$ cat src/rtl/cdc_hs_rx.sv
// Four-phase handshake receiver: synchronises in_req into out_clk and buffers words in a 2-entry FIFO.
// Latency: in_req rise to capture <= SYNC_STAGES+1 edges; capture to out_valid 1 cycle.
// Backpressure: a full FIFO stalls the handshake (in_ack held low), so no word is ever dropped.
`timescale 1ns/1ps
module cdc_hs_rx #(
    parameter int NUM_OF_BITS = 32,
    parameter int SYNC_STAGES = 2
) (
    input  logic                   out_clk,
    input  logic                   rst,
    input  logic                   in_req,
    input  logic [NUM_OF_BITS-1:0] in_data,
    output logic                   in_ack,
    output logic                   out_valid,
    input  logic                   out_ready,
    output logic [NUM_OF_BITS-1:0] out_data,
    output logic                   busy
);

    typedef enum logic {IDLE = 1'b0, ACK = 1'b1} state_t;

    state_t                 state, state_nxt;
    logic [SYNC_STAGES-1:0] req_sync;
    logic                   req_s;
    logic                   capture;
    logic                   pop;
    logic                   can_accept;

    logic [NUM_OF_BITS-1:0] mem [2];
    logic                   wr_ptr;
    logic                   rd_ptr;
    logic [1:0]             count;

    always_ff @(posedge out_clk or posedge rst) begin
        if (rst) begin
            req_sync <= '0;
        end else begin
            req_sync <= {req_sync[SYNC_STAGES-2:0], in_req};
        end
    end

    assign req_s      = req_sync[SYNC_STAGES-1];
    assign out_valid  = (count != 2'd0);
    assign pop        = out_valid && out_ready;
    // A pop on the same edge frees the slot the new word lands in.
    assign can_accept = (count != 2'd2) || pop;
    assign out_data   = mem[rd_ptr];
    assign busy       = (state == ACK);

    always_comb begin
        state_nxt = state;
        capture   = 1'b0;
        case (state)
            IDLE: begin
                if (req_s && can_accept) begin
                    state_nxt = ACK;
                    capture   = 1'b1;
                end
            end
            ACK: begin
                if (!req_s) begin
                    state_nxt = IDLE;
                end
            end
            default: state_nxt = IDLE;
        endcase
    end

    always_ff @(posedge out_clk or posedge rst) begin
        if (rst) begin
            state  <= IDLE;
            in_ack <= 1'b0;
        end else begin
            state  <= state_nxt;
            in_ack <= (state_nxt == ACK);
        end
    end

    always_ff @(posedge out_clk or posedge rst) begin
        if (rst) begin
            for (int i = 0; i < 2; i++) begin
                mem[i] <= '0;
            end
            wr_ptr <= 1'b0;
            rd_ptr <= 1'b0;
            count  <= 2'd0;
        end else begin
            if (capture) begin
                mem[wr_ptr] <= in_data;
                wr_ptr      <= ~wr_ptr;
            end
            if (pop) begin
                rd_ptr <= ~rd_ptr;
            end
            case ({capture, pop})
                2'b10:   count <= count + 2'd1;
                2'b01:   count <= count - 2'd1;
                default: count <= count;
            endcase
        end
    end

endmodule

$ cat config.mk
export PLATFORM = sky130hd
export DESIGN_NAME = cdc_hs_rx
export DESIGN_NICKNAME = d
export VERILOG_FILES = /design/src/rtl/cdc_hs_rx.sv
export SDC_FILE = /design/constraint.sdc
export NUM_CORES = 1
export LEC_CHECK = 0
export ABC_CLOCK_PERIOD_IN_PS = 3350
export CORE_AREA = 2 2 109 111
export CTS_CLUSTER_SIZE = 30
export DETAILED_ROUTE_END_ITERATION = 12
export DIE_AREA = 0 0 111 113
export PLACE_DENSITY = 0.49
export SYNTH_ARGS = -nofsm -noshare
export SYNTH_HDL_FRONTEND = slang
export SYNTH_SLANG_ARGS = --single-unit
$ cat constraint.sdc
create_clock -name out_clk -period 3.35 [get_ports out_clk]
set_input_delay 1.005 -clock out_clk [delete_from_list [all_inputs] [get_ports out_clk]]
set_output_delay 1.005 -clock out_clk [all_outputs]
set_load 0.01 [all_outputs]
==> impl_metrics.toml <==
[global_route]
grt_max_degree = 39
grt_antenna_before_repair = 0
grt_pass1_wl_mm = 10.13
grt.total_usage = 0.1047
first_global_vias = 1904
overflow = 0

[synthesis]
ys.flop_type = "dfrtp_1"
synth_edf_count = 0
ys_ff_latch = 71
syn-instance-count = 195
yosysUniqueCellTypes = 21
synth_top_cells_by_area = "dfrtp_1, mux2_2, mux2_4"
post_synth_instance_area_sq_um = 3203
syn-num-nets = 232
synth_seq_area_share = 0.5547
async_reset_ff_frac = 1.000
post-synth-top-area-cell = "dfrtp_1"
synth.yosys.warnings = 0
post_synth.cell_area_avg_sq_um = 16.43
yosys.area.top_type_share = 0.5547

[clock_network]
clock_sinks = 71
clk_pin_slew_ns = 0.06
cts_inserted_buffers = 9
clk_root_buffer_cell = "clkbuf_16"
clockBufferDepth = 2
post_cts_buffers = 0
number_of_buffers_inserted_for_hold_repair_after_clock_tree_synthesis = 0
post_cts_resize_count = 0
cts_htree_levels = 3
skew_pair_late_insertion_delay_ns = 0.33
tritoncts = "built"

[timing]
grt_setup_unrepaired = "false"
setup_viol_count_final = 0
finalMaxSlewViolations = 0
final.setup_skew_ns = 0.007230
achievable-frequency_mhz = 345.4
hold_violations = 0
worst_slew_margin_rel = 0.6065
final_period_minus_worst_setup_slack_ns = 2.895
timing.final.crit_share = 0.8643
timing.setup.tns_ns = 0
worst_hold_slack_ns = 0.3475
timing_worst_slew_pin_value_ns = 0.5902

[critical_path]
crit_type = "reg -> out"
regToRegSetupSlack_ns = 1.38
regToRegStartpoint = "count[1]$_DFFE_PP0P_"
timing.critical_path.from_type = "register"
crit-reg2reg-capture = "mem[18]$_DFFE_PP0P_"
timing.critical_path.to = "out_data[23]"
r2r_cells = 4
cp_max_fo = 24
cp-end-kind = "output port"
worstPathRequired_ns = 2.34
worst_ep_arrival_time_ns = 1.89
crit_start = "rd_ptr$_DFFE_PP0P_"

[placement]
postPlaceCellArea_sq_um = 4053
buffer_ports.inserted = 70
detailed_place_hpwl_mm = 4.184
gp_routability_congestion = 0.6542
number_of_cells_after_detailed_placement = 403

[die]
die_outline_area_sq_um = 12540
row_count = 39
core_area_sq_um = 11270
die_y_um = 113
die_width_um = 111
top_level_ports = 71
start_util = 0.2842

[final_layout]
layout_fillers = 1099
seq_area_sq_um = 1777
final_net_count = 308
layout.cells.non_filler = 419
synthToLayoutAreaGrowth_pct = 36.60
finish.instance_area_sq_um = 4375
antenna-diode-count = 0
drive_above_1_share = 0.4457
final_core_util = 0.3882
area_used_by_multi_input_combinational_logic_sq_um = 1315

[detailed_routing]
detail_route.drc_violations = 0
vias = 1803
detail_route.first_pass.iterations = 3
drt-total-wl_mm = 6.318
detail-route-antenna-nets = 0
wl_per_cell_um = 15.08
first_iter_violations = 36
number_of_vias_per_cell_after_detailed_routing = 4.303

[pwr]
ir_worst_vdd_mv = 0.3726
cellPowerDensity_nw_per_um2 = 1037
leakagePower_nw = 1.842

[min_path]
min-delay-start = "req_sync[0]$_DFF_PP0_"
hp-class = "reg -> reg"

[outcome]
status = "finished, final reports clean"

[run]
drv.max_cap_violation_count = 0
-- power by group --
group	internal [mW]	total, mW	switching [mW]	leakage (nW)
Sequential	1.28	1.49	0.208	0.840
Combinational	1.34	2.02	0.683	0.851
Clock	0.652	1.02	0.370	0.152
Total	3.28	4.54	1.26	1.84
-- cells in the mapped netlist, types with 2 or more instances --
master	count
xnor2_1	3
buf_2	3
clkbuf_1	4
mux2_2	66
mux2_4	30
xor2_1	2
buf_12	3
dfrtp_1	71
-- kinds of logic after synthesis --
group | synth area share
mux | 0.3727
flops | 0.5547
buf+inv | 0.03515
simple gates | 0.01758
xor+xnor | 0.01367
compound gates | 0.002345
fa+ha+maj | 0.003906
-- flip-flops by register name, summed over array words and instances (netlist names) --
name,flops
busy,1
rd_ptr,1
req_sync,2
count,2
wr_ptr,1
mem,64
-- metrics by stage --
step,power [mW],setup slack (ns)
after floorplan,2.717,0.5484
after global placement,3.541,0.3576
after detailed placement,3.558,0.3350
after CTS,4.618,0.4214
after global routing,4.810,0.3855
final,4.538,0.4548
-- worst min-delay path by stage --
stage	cells past startpoint	endpoint	slack, ns
2_1_floorplan	0	req_sync[1]$_DFF_PP0_	0.33
3_3_place_gp	0	req_sync[1]$_DFF_PP0_	0.33
3_5_place_dp	0	req_sync[1]$_DFF_PP0_	0.33
4_1_cts	0	req_sync[1]$_DFF_PP0_	0.35
5_1_grt	0	req_sync[1]$_DFF_PP0_	0.36
6_report	0	req_sync[1]$_DFF_PP0_	0.35
-- routing by layer --
layer | GRT usage | vias up | share of wire
li1 | - | 848 | -
met1 | 0.1357 | 903 | 0.47
met2 | 0.1628 | 43 | 0.47
met3 | 0.03267 | 9 | 0.040
met4 | 0.04500 | 0 | 0.020
met5 | 0 | - | 0
-- critical path, cell delays in order (launching register included) --
cell             delay [ns]
dfrtp_1                0.34
buf_4                  0.34
mux2_2                 0.39
clkdlybuf4s50_1        0.48
-- placed cells by master (no fill, tap or decap), types with 2 or more instances in the layout --
master,instances
xor2_1,2
xnor2_1,3
clkinvlp_4,2
clkbuf_16,9
mux2_2,66
dfrtp_1,71
bufinv_16,2
buf_12,2
clkinv_4,2
mux2_4,30
clkdlybuf4s50_1,70
buf_4,5
-- area by class of cell --
type | instances | share of cell area
sequential | 71 | 0.4061
multi-input combinational | 111 | 0.3005
timing repair buffer | 77 | 0.1779
clock buffer | 9 | 0.05147
tap | 143 | 0.04089
clock inverter | 7 | 0.02230
inverter | 1 | 0.0008579
Power figures use the tool's default switching activity.
